==> config.mk <==
export PLATFORM = sky130hd
export DESIGN_NAME = div_issue_ctrl
export DESIGN_NICKNAME = d
export VERILOG_FILES = /design/src/rtl/div_issue_ctrl.sv
export SDC_FILE = /design/constraint.sdc
export NUM_CORES = 1
export LEC_CHECK = 0
export CORE_AREA = 2 2 177 179
export DETAILED_ROUTE_END_ITERATION = 8
export DIE_AREA = 0 0 179 181
export SLEW_MARGIN = 20
export SYNTH_ARGS = -nofsm -noshare
export SYNTH_HDL_FRONTEND = slang
export SYNTH_SLANG_ARGS = --single-unit
==> constraint.sdc <==
create_clock -name clk -period 7.7 [get_ports clk]
set_clock_uncertainty 0.2 [all_clocks]
set_input_delay 0.77 -clock clk [delete_from_list [all_inputs] [get_ports clk]]
set_output_delay 0.77 -clock clk [all_outputs]
set_load 0.01 [all_outputs]
==> src/rtl/div_issue_ctrl.sv <==
// Issue/complete controller between the execute stage and an iterative
// 64-bit divider; resolves divide-by-zero and signed overflow locally.
module div_issue_ctrl (
    input  logic        clk,
    input  logic        rst,
    input  logic        ex_valid_i,
    input  logic        flush_i,
    input  logic [1:0]  div_op_i,
    input  logic        word_i,
    input  logic [63:0] rs1_i,
    input  logic [63:0] rs2_i,
    output logic        div_req_valid_o,
    output logic [63:0] div_op_1_o,
    output logic [63:0] div_op_2_o,
    output logic        div_sign_op_1_o,
    output logic        div_sign_op_2_o,
    input  logic [63:0] div_quotient_i,
    input  logic [63:0] div_remainder_i,
    input  logic        div_ready_i,
    input  logic        div_valid_i,
    output logic [63:0] result_o,
    output logic        result_valid_o,
    output logic        stall_o
);

    localparam logic [2:0] S_IDLE  = 3'd0;
    localparam logic [2:0] S_ISSUE = 3'd1;
    localparam logic [2:0] S_WAIT  = 3'd2;
    localparam logic [2:0] S_DRAIN = 3'd3;
    localparam logic [2:0] S_DONE  = 3'd4;

    logic [2:0]  r_state;
    logic        r_div_req;
    logic [63:0] r_op_1;
    logic [63:0] r_op_2;
    logic        r_sign;
    logic        r_is_rem;
    logic        r_word;
    logic [63:0] r_result;
    logic        r_result_valid;

    logic        w_signed;
    logic        w_is_rem;
    logic        w_accept;
    logic [63:0] w_op_1;
    logic [63:0] w_op_2;
    logic        w_div_zero;
    logic        w_overflow;
    logic        w_special;
    logic [63:0] w_special_res;
    logic [63:0] w_div_raw;
    logic [63:0] w_div_res;
    logic        w_stall;
    logic        w_unused_ready;

    // The divider handshake is purely valid-driven; ready carries no extra information here.
    assign w_unused_ready = div_ready_i;

    assign w_signed = ~div_op_i[0];
    assign w_is_rem = div_op_i[1];
    assign w_accept = (r_state == S_IDLE) && ex_valid_i && !flush_i;

    // Operand formation: W variants use the low word, extended according to signedness.
    always_comb begin
        w_op_1 = rs1_i;
        w_op_2 = rs2_i;
        if (word_i) begin
            if (w_signed) begin
                w_op_1 = {{32{rs1_i[31]}}, rs1_i[31:0]};
                w_op_2 = {{32{rs2_i[31]}}, rs2_i[31:0]};
            end else begin
                w_op_1 = {32'd0, rs1_i[31:0]};
                w_op_2 = {32'd0, rs2_i[31:0]};
            end
        end else begin
            w_op_1 = rs1_i;
            w_op_2 = rs2_i;
        end
    end

    // Special-case detection and the locally computed result.
    always_comb begin
        w_div_zero    = 1'b0;
        w_overflow    = 1'b0;
        w_special_res = 64'd0;
        if (word_i) begin
            w_div_zero = (rs2_i[31:0] == 32'd0);
            w_overflow = w_signed && (rs1_i[31:0] == 32'h8000_0000) && (rs2_i[31:0] == 32'hFFFF_FFFF);
        end else begin
            w_div_zero = (rs2_i == 64'd0);
            w_overflow = w_signed && (rs1_i == 64'h8000_0000_0000_0000) && (rs2_i == 64'hFFFF_FFFF_FFFF_FFFF);
        end
        if (w_div_zero) begin
            w_special_res = w_is_rem ? (word_i ? {{32{rs1_i[31]}}, rs1_i[31:0]} : rs1_i)
                                     : 64'hFFFF_FFFF_FFFF_FFFF;
        end else if (w_overflow) begin
            w_special_res = w_is_rem ? 64'd0 : (word_i ? {{32{rs1_i[31]}}, rs1_i[31:0]} : rs1_i);
        end else begin
            w_special_res = 64'd0;
        end
    end

    assign w_special = w_div_zero || w_overflow;
    assign w_div_raw = r_is_rem ? div_remainder_i : div_quotient_i;
    assign w_div_res = r_word ? {{32{w_div_raw[31]}}, w_div_raw[31:0]} : w_div_raw;

    // Main FSM and output registers; div_valid_i only matters in WAIT and DRAIN.
    always_ff @(posedge clk) begin
        if (rst) begin
            r_state        <= S_IDLE;
            r_div_req      <= 1'b0;
            r_op_1         <= 64'd0;
            r_op_2         <= 64'd0;
            r_sign         <= 1'b0;
            r_is_rem       <= 1'b0;
            r_word         <= 1'b0;
            r_result       <= 64'd0;
            r_result_valid <= 1'b0;
        end else begin
            r_div_req      <= 1'b0;
            r_result_valid <= 1'b0;
            case (r_state)
                S_IDLE: begin
                    if (w_accept) begin
                        r_op_1   <= w_op_1;
                        r_op_2   <= w_op_2;
                        r_sign   <= w_signed;
                        r_is_rem <= w_is_rem;
                        r_word   <= word_i;
                        if (w_special) begin
                            r_result       <= w_special_res;
                            r_result_valid <= 1'b1;
                            r_state        <= S_DONE;
                        end else begin
                            r_div_req <= 1'b1;
                            r_state   <= S_ISSUE;
                        end
                    end
                end
                S_ISSUE: begin
                    r_state <= flush_i ? S_DRAIN : S_WAIT;
                end
                S_WAIT: begin
                    // A flush coinciding with completion has nothing left to drain.
                    if (flush_i) begin
                        r_state <= div_valid_i ? S_IDLE : S_DRAIN;
                    end else if (div_valid_i) begin
                        r_result       <= w_div_res;
                        r_result_valid <= 1'b1;
                        r_state        <= S_DONE;
                    end
                end
                S_DRAIN: begin
                    if (div_valid_i) begin
                        r_state <= S_IDLE;
                    end
                end
                S_DONE: begin
                    r_state <= S_IDLE;
                end
                default: begin
                    r_state <= S_IDLE;
                end
            endcase
        end
    end

    // Stall covers the whole in-flight window but releases in DONE.
    always_comb begin
        w_stall = 1'b0;
        case (r_state)
            S_IDLE:  w_stall = ex_valid_i;
            S_ISSUE: w_stall = 1'b1;
            S_WAIT:  w_stall = 1'b1;
            S_DRAIN: w_stall = 1'b1;
            S_DONE:  w_stall = 1'b0;
            default: w_stall = 1'b0;
        endcase
    end

    assign div_req_valid_o = r_div_req;
    assign div_op_1_o      = r_op_1;
    assign div_op_2_o      = r_op_2;
    assign div_sign_op_1_o = r_sign;
    assign div_sign_op_2_o = r_sign;
    assign result_o        = r_result;
    // A flush landing on the DONE cycle must kill the strobe in that same cycle.
    assign result_valid_o  = r_result_valid && !flush_i;
    assign stall_o         = w_stall;

endmodule

Word-level counts from Yosys, hierarchy flattened:

Index checks and enable logic that the tools add are counted.

* equal/unequal tests: 13
* muxes and demuxes: 33
* bitwise operators: 3
* reduce and logical (&&, ||, !) cells: 18

Operators by type and width (number)
* 2-to-1 mux 64 bit: 15
* == test 64 bit (second input constant): 2
* case mux 64 bit (2 select lines): 1
* == test 32 bit (second input constant): 2
* zero test 64 bit: 1
* zero test 32 bit: 1
* 2-to-1 mux 3 bit: 5
* case mux 3 bit (4 select lines): 1
* != test 2 bit (second input constant): 5
* 2-to-1 mux 1 bit: 8
* logical AND 1 bit: 7
* == test 3 x 2 -> 1 bit (second input constant): 2
* OR reduction 3 bit: 2
* AND reduction 5 bit: 1
* case mux 1 bit (2 select lines): 2
* == test 3 x 1 -> 1 bit (second input constant): 1
* zero test 3 bit: 1
* != test 3 bit (second input constant): 1
* inverter 1 bit: 3
* AND reduction 3 bit: 1
* 2-to-1 mux 2 bit: 1
* AND reduction 2 bit: 1
* nonzero test 2 bit: 1
* zero test 1 bit: 1
* logical OR 1 bit: 1

* register bits after elaboration: 200
* output and inout bits: 197
* word-level logic and storage cells: 76

Longest topological paths before layout:

Gate-level depths: netlist of the first run.

* depth after elaboration: 9
* mapped depth: 9
* gate-level depth less buffers: 7

Worst setup path before layout of the first run:

OpenSTA, ideal clock, no wires.

* path type: input -> register
* start point: input rs1_i[0]
* end point: register r_result[31], in the netlist result_o[31]
* library setup time: 0.124 ns
* arrival time: 2.867 ns
* required time: 7.376 ns
* path slack: 4.509 ns
* cell stages on the path: 9
* buffers on the path: 2
* cells stage by stage: or4b_1 -> or4_4 -> nor4_4 -> inv_2 -> o311ai_4 -> or2_2 -> buf_4 -> buf_6 -> a21oi_1

* word-level cells in the longest chain between the ends: 9

RTL lines
* start, declared: RTL line 10 `input logic [63:0] rs1_i,`
* == test 64 bit / == test 32 bit (equally long branches): RTL line 91, 88
* logical AND 1 bit, on equally long branches (2 in a row): RTL line 91, 88
* 2-to-1 mux 1 bit (*): RTL line 86 `if (word_i) begin`
* 2-to-1 mux 64 bit: RTL line 96 `end else if (w_overflow) begin`
* 2-to-1 mux 64 bit: RTL line 93 `if (w_div_zero) begin`
* 2-to-1 mux 64 bit: RTL line 130 `if (w_special) begin`
* 2-to-1 mux 64 bit: RTL line 124 `if (w_accept) begin`
* case mux 64 bit (2 select lines): RTL line 122 `case (r_state)`
* end signal, assigned: RTL line 131 `r_result <= w_special_res;`
* end signal, assigned: RTL line 148 `r_result <= w_div_res;`
* end, declared: RTL line 39 `logic [63:0] r_result;`

Mark *: on every way between the ends. The rest lies on a longest branch, timed or not. The select of a mux whose other input is x is not followed.
A chain may end at the register's enable or synchronous reset.

Worst setup path after layout of the first run:

* start point: input rs1_i[0]
* end point: register r_result[8], in the netlist result_o[8]

Same word-level chain as after synthesis.

==> results.txt, run 1 <==
Post-Synthesis Net Count -> 1,432
Sw Ratio -> 30.0%
largest net degree at the start of global routing -> 108
Crit Path Category -> in -> reg
Worst-Margin Slew -> 1.09 ns
Rows -> 64
DRT Pass-1 Iters -> 5
CP Max Fanout -> 50
main flop type after synthesis -> dfxtp_1
WP data required -> 7.76 ns
Crit. End Element -> flip-flop
DPL Wire Length -> 30,300 um
CP startpoint kind -> input pin
Max-slew headroom -> 26.8%
Total Negative Setup Slacks -> 0 ns
Synth area leader -> dfxtp_1
total core area -> 30,300 um2
CTS tree -> built
max-slew violations -> 0
Post-synth EDFFs -> 0
Layout area overhead -> 57.7%
Yosys top cell area share -> 42.6%
NetSw -> 0.805 mW
H-tree Lvls -> 4
Final min period -> 4.55 ns
grt ovf -> 0
final hold violations -> 0
Tcrit/Tclk final -> 59.1%
TritonCTS Buffers -> 17
power share of the combinational group -> 21.7%
Leakage -> 5.26 nW
final antenna-violating net count -> 0
dpl cells -> 1,928
DR vias/cell -> 5.32
Post-Synthesis Cell Area -> 9390 um2
postcts setup bufs -> 0
hold crit path type -> reg -> reg
maximum VDD drop -> 0.132 mV
Placer Congestion -> 0.878
Post-Layout Cell Count -> 1,963
antenna violations before repair -> 5
Avg Inst Size Synth -> 8.05 um2
DRT iter0 DRCs -> 739
power share of the clock group -> 36.2%
register share of total power -> 42.1%
multi-input logic area -> 4940 um2
Post-Synthesis Cells -> 1,167
largest cells by area after synthesis -> dfxtp_1 (43%), a21oi_1 (14%), nand2_1 (6.8%)
commonest cells after routing, fill and taps aside -> clkdlybuf4s50_1 (459), a21oi_1 (256), dfxtp_1 (199)
Ys Warns -> 0
clk sink count -> 200
PortBufs -> 460
die width -> 179 um
first-pass GRT wire length -> 61,000 um
# DRC -> 0
Post-CTS Resized -> 0
unrepaired setup endpoints after global routing -> false
clock root buffer -> clkbuf_16
layout cells sized above 1 -> 5.37%
initial core utilization -> 30.9%
I/O Pins -> 462
outcome -> completed
total track usage -> 24.8%
sequential share of the synthesized area -> 42.6%
vias in the first global route -> 9,853
CTS Hold Buffers Added -> 0
Power Density -> 181 nW/um2
Synth Register Bits -> 200
Netlist cell types -> 51
final setup violation count -> 0
Clock Path Buffers -> 2
clk_lat worst skew -> 0.43 ns
Die ar. -> 32,400 um2
via count -> 10,400
Max Fclk -> 220 MHz
Layout fillers -> 3,001
commonest non-fill, non-tap cell in the layout -> clkdlybuf4s50_1
Avg WL per Cell -> 21.4 um
WL final -> 42,000 um
async set-reset flop share out of synthesis -> 0%
Nets -> 1,816
FF+latch area -> 4010 um2
die height -> 181 um
Int Pwr -> 1.88 mW
crit path DAT -> 4.61 ns
CTS clk-pin slew, worst paths -> 0.08 ns
Max Cap Viol -> 0
[worst max-delay path, stage by stage]
cell	delay [ns]
clkdlybuf4s50_1	0.46
or4b_1	0.55
or4_4	0.51
nor4_4	0.29
nand4_1	0.20
o311ai_4	0.15
buf_4	0.56
or2_2	0.96
a21oi_1	0.14
[per-stage QoR]
| step | hold slack, ns | setup slack, ns | util [%] | power [mW] | instance area [um2] |
|---|---|---|---|---|---|
| after global routing | 0.273 | 2.92 | 48.8 | 2.80 | 14800 |
| after global placement | 0.242 | 2.72 | 46.7 | 1.73 | 14200 |
| after floorplan | 0.266 | 4.51 | - | 1.38 | 9390 |
| final | 0.257 | 3.15 | 48.8 | 2.68 | 14800 |
| after detailed placement | 0.247 | 2.68 | 46.7 | 1.73 | 14200 |
| after CTS | 0.258 | 3.13 | 48.8 | 2.71 | 14800 |
[power groups by stage]
| stage | Combinational (mW) | Clock, mW | Sequential (mW) |
|---|---|---|---|
| 6_report | 0.581 | 0.970 | 1.13 |
| 5_1_grt | 0.624 | 1.04 | 1.14 |
| 4_1_cts | 0.583 | 0.996 | 1.13 |
| 3_5_place_dp | 0.580 | 0 | 1.15 |
| 3_3_place_gp | 0.578 | 0 | 1.15 |
| 2_1_floorplan | 0.212 | 0 | 1.17 |
[per-layer routing]
metal / GRT usage [%] / share of wire (%) / vias to the layer above
met5: 0 / 0.064 / -
met4: 9.01 / 3.0 / 4
met3: 6.31 / 8.3 / 65
met2: 40.2 / 47 / 435
met1: 31.6 / 41 / 4940
li1: - / - / 4999
[sequential cells by signal, indices dropped and copies added, names as in the netlist]
register,cells
div_op_1_o,64
div_op_2_o,64
result_o,64
r_state,3
div_req_valid_o,1
div_sign_op_1_o,1
r_is_rem,1
r_result_valid,1
r_word,1
[layout make-up]
type	count	share of cell area, %
repair buffers	474	31.8
diodes	3	0.0507
well taps	396	3.35
multi-input cells	854	33.3
inverters	4	0.101
clock inverters	15	1.44
clock buffers	17	2.87
flip-flops and latches	200	27.1
[path summary, 6_finish.rpt]
check	startpoint	end	slack [ns]	depth (start not counted)
worst max-delay path	rs1_i[0]	result_o[8]	3.15	9
worst min register to register	div_op_2_o[2]	div_op_2_o[2]	0.26	2
worst max register to register	r_state[1]	result_o[8]	4.00	7
worst min-delay path	div_op_2_o[2]	div_op_2_o[2]	0.26	2
[cell usage after synthesis, types with 21 or more instances]
cell type,count
a211oi_1,32
a21oi_1,256
clkbuf_1,87
dfxtp_1,200
mux2i_1,49
nand2_1,169
nand2b_1,31
nand4_1,21
nor2_1,78
nor4_1,29
o21ai_0,33
o31ai_1,48
[cells by family (layout without fill, tap and decap cells)]
kind of cell	Yosys count	in the layout	share of synthesized area (%)
AO/OA/AOI/OAI	411	411	26.1
buffers and inverters	113	510	5.28
flip-flops	200	200	42.6
multiplexers	64	64	7.02
other	0	3	0
AND/OR/NAND/NOR	379	379	19.0
(Power assumes the default switching activity.)
==> run 2, diff against run 1 <==
Clock period 7.7 ns to 4.3 ns, I/O delays scaled along.
==> results.txt, run 2 (synthesized netlist as in run 1, its figures left out) <==
Clock Path Buffers -> 2 (unchanged)
clock root buffer -> clkbuf_16
Worst-Margin Slew -> 1.09 ns (-0.00553 ns)
postcts setup bufs -> 0 (unchanged)
die width -> 179 um (unchanged)
DRT Pass-1 Iters -> 5 (unchanged)
CTS clk-pin slew, worst paths -> 0.08 ns (about the same)
total track usage -> 25.1% (+0.25 points)
via count -> 10,500 (+0.096%)
grt ovf -> 0 (unchanged)
final antenna-violating net count -> 0 (unchanged)
Max Fclk -> 306 MHz
antenna violations before repair -> 5 (unchanged)
final hold violations -> 0 (unchanged)
DRT iter0 DRCs -> 714 (-3.4%)
worst hold start -> rst
Int Pwr -> 3.36 mW (+79%)
post-layout util -> 49.1% (+0.26 points)
hold crit path type -> in -> reg
Crit Path Category -> in -> reg
TritonCTS Buffers -> 17 (unchanged)
CTS tree -> built
register share of total power -> 42.0% (about the same)
Tcrit/Tclk final -> 76.0%
dpl cells -> 1,934 (+0.31%)
# DRC -> 0 (unchanged)
vias in the first global route -> 10,000 (+1.8%)
Crit. End Element -> flip-flop
CP Max Fanout -> 48 (-4.0%)
Nets -> 1,822 (+0.33%)
Post-CTS Resized -> 0 (unchanged)
Worst Slack Setup Final -> 1.03 ns (-2.12 ns)
crit path DAT -> 3.38 ns (-1.23 ns)
Avg WL per Cell -> 21.3 um (-0.36%)
Sw Ratio -> 29.8% (-0.22 points)
dpl ws -> 0.600 ns (-2.08 ns)
H-tree Lvls -> 4 (unchanged)
total core area -> 30,300 um2 (unchanged)
initial core utilization -> 30.9% (unchanged)
NetSw -> 1.43 mW (+77%)
dpl cell area -> 14,300 um2 (+0.65%)
CTS Hold Buffers Added -> 0 (unchanged)
Die ar. -> 32,400 um2 (unchanged)
commonest non-fill, non-tap cell in the layout -> clkdlybuf4s50_1
die height -> 181 um (unchanged)
Layout area overhead -> 58.5%
Setup crit start -> rs1_i[0]
final setup violation count -> 0 (unchanged)
power share of the clock group -> 35.9% (-0.3 points)
Power Density -> 321 nW/um2 (+78%)
max-slew violations -> 0 (unchanged)
Max-slew headroom -> 27.4% (+0.69 points)
first-pass GRT wire length -> 61,800 um (+1.3%)
Crit Reg-Reg Startpoint -> r_state[1]
Placer Congestion -> 0.880 (+0.27%)
WL final -> 42,000 um (about the same)
Final min period -> 3.27 ns
clk sink count -> 200 (unchanged)
layout cells sized above 1 -> 5.67% (+0.30 points)
power share of the combinational group -> 22.2% (+0.5 points)
Final Instance Area -> 14,900 um2 (+0.52%)
PortBufs -> 460 (unchanged)
unrepaired setup endpoints after global routing -> false
CP startpoint kind -> input pin
Rows -> 64 (unchanged)
Layout fillers -> 3,046 (+1.5%)
commonest cells after routing, fill and taps aside -> clkdlybuf4s50_1 (459), a21oi_1 (256), dfxtp_1 (199)
Post-Layout Cell Count -> 1,970 (+0.36%)
outcome -> completed
largest net degree at the start of global routing -> 110 (+1.9%)
Total Negative Setup Slacks -> 0 ns (unchanged)
Leakage -> 5.30 nW (+0.62%)
clk_lat worst skew -> 0.43 ns (about the same)
DPL Wire Length -> 30,500 um (+0.61%)
WP data required -> 4.41 ns (-3.35 ns)
Max Cap Viol -> 0 (unchanged)
DR vias/cell -> 5.31 (-0.26%)
I/O Pins -> 462 (unchanged)
maximum VDD drop -> 0.213 mV (+61%)
-- run 2: power by group through the flow --
| stage | Combinational (mW) | Clock, mW | Sequential, mW |
|---|---|---|---|
| after floorplan | 0.380 | 0 | 2.09 |
| after global placement | 1.05 | 0 | 2.05 |
| after detailed placement | 1.06 | 0 | 2.05 |
| after CTS | 1.06 | 1.76 | 2.01 |
| after global routing | 1.14 | 1.82 | 2.02 |
| final | 1.06 | 1.72 | 2.01 |
-- run 2: worst paths after layout --
path	to	slack (ns)	depth (start not counted)
worst max-delay path	result_o[8]	1.03	9
worst min register to register	div_op_2_o[7]	0.26	2
worst max register to register	result_o[8]	1.66	7
worst min-delay path	div_op_1_o[31]	0.04	2
-- run 2: area by class of cell --
class,instances,area (um2),share of cell area [%]
multi-input cells,854,4940,33.2
repair buffers,480,4810,32.3
flip-flops and latches,200,4010,26.9
well taps,396,495,3.33
clock buffers,19,443,2.97
clock inverters,13,175,1.18
inverters,4,15.0,0.101
diodes,4,10.0,0.0672
-- run 2: per-layer routing --
layer	wire, um	vias to the layer above	GRT usage [%]
met3	3330	74	6.63
li1	-	5031	-
met1	17500	4928	31.9
met2	19800	418	40.6
met5	13	-	0
met4	1370	2	8.91
-- run 2: critical path, stage by stage --
cell and delay (ns):
clkdlybuf4s50_1 0.52, or4b_1 0.57, or4_4 0.52, nor4_4 0.31
inv_2 0.11, o311ai_4 0.33, or2_2 0.20, buf_12 0.23
a21oi_1 0.11
-- run 2: metrics by stage --
| step | hold slack, ns | total power [mW] |
|---|---|---|
| 6_report | 0.0357 | 4.79 |
| 5_1_grt | 0.0248 | 4.99 |
| 4_1_cts | 0.00366 | 4.83 |
| 3_5_place_dp | 0.247 | 3.11 |
| 3_3_place_gp | 0.242 | 3.10 |
| 2_1_floorplan | 0.266 | 2.47 |
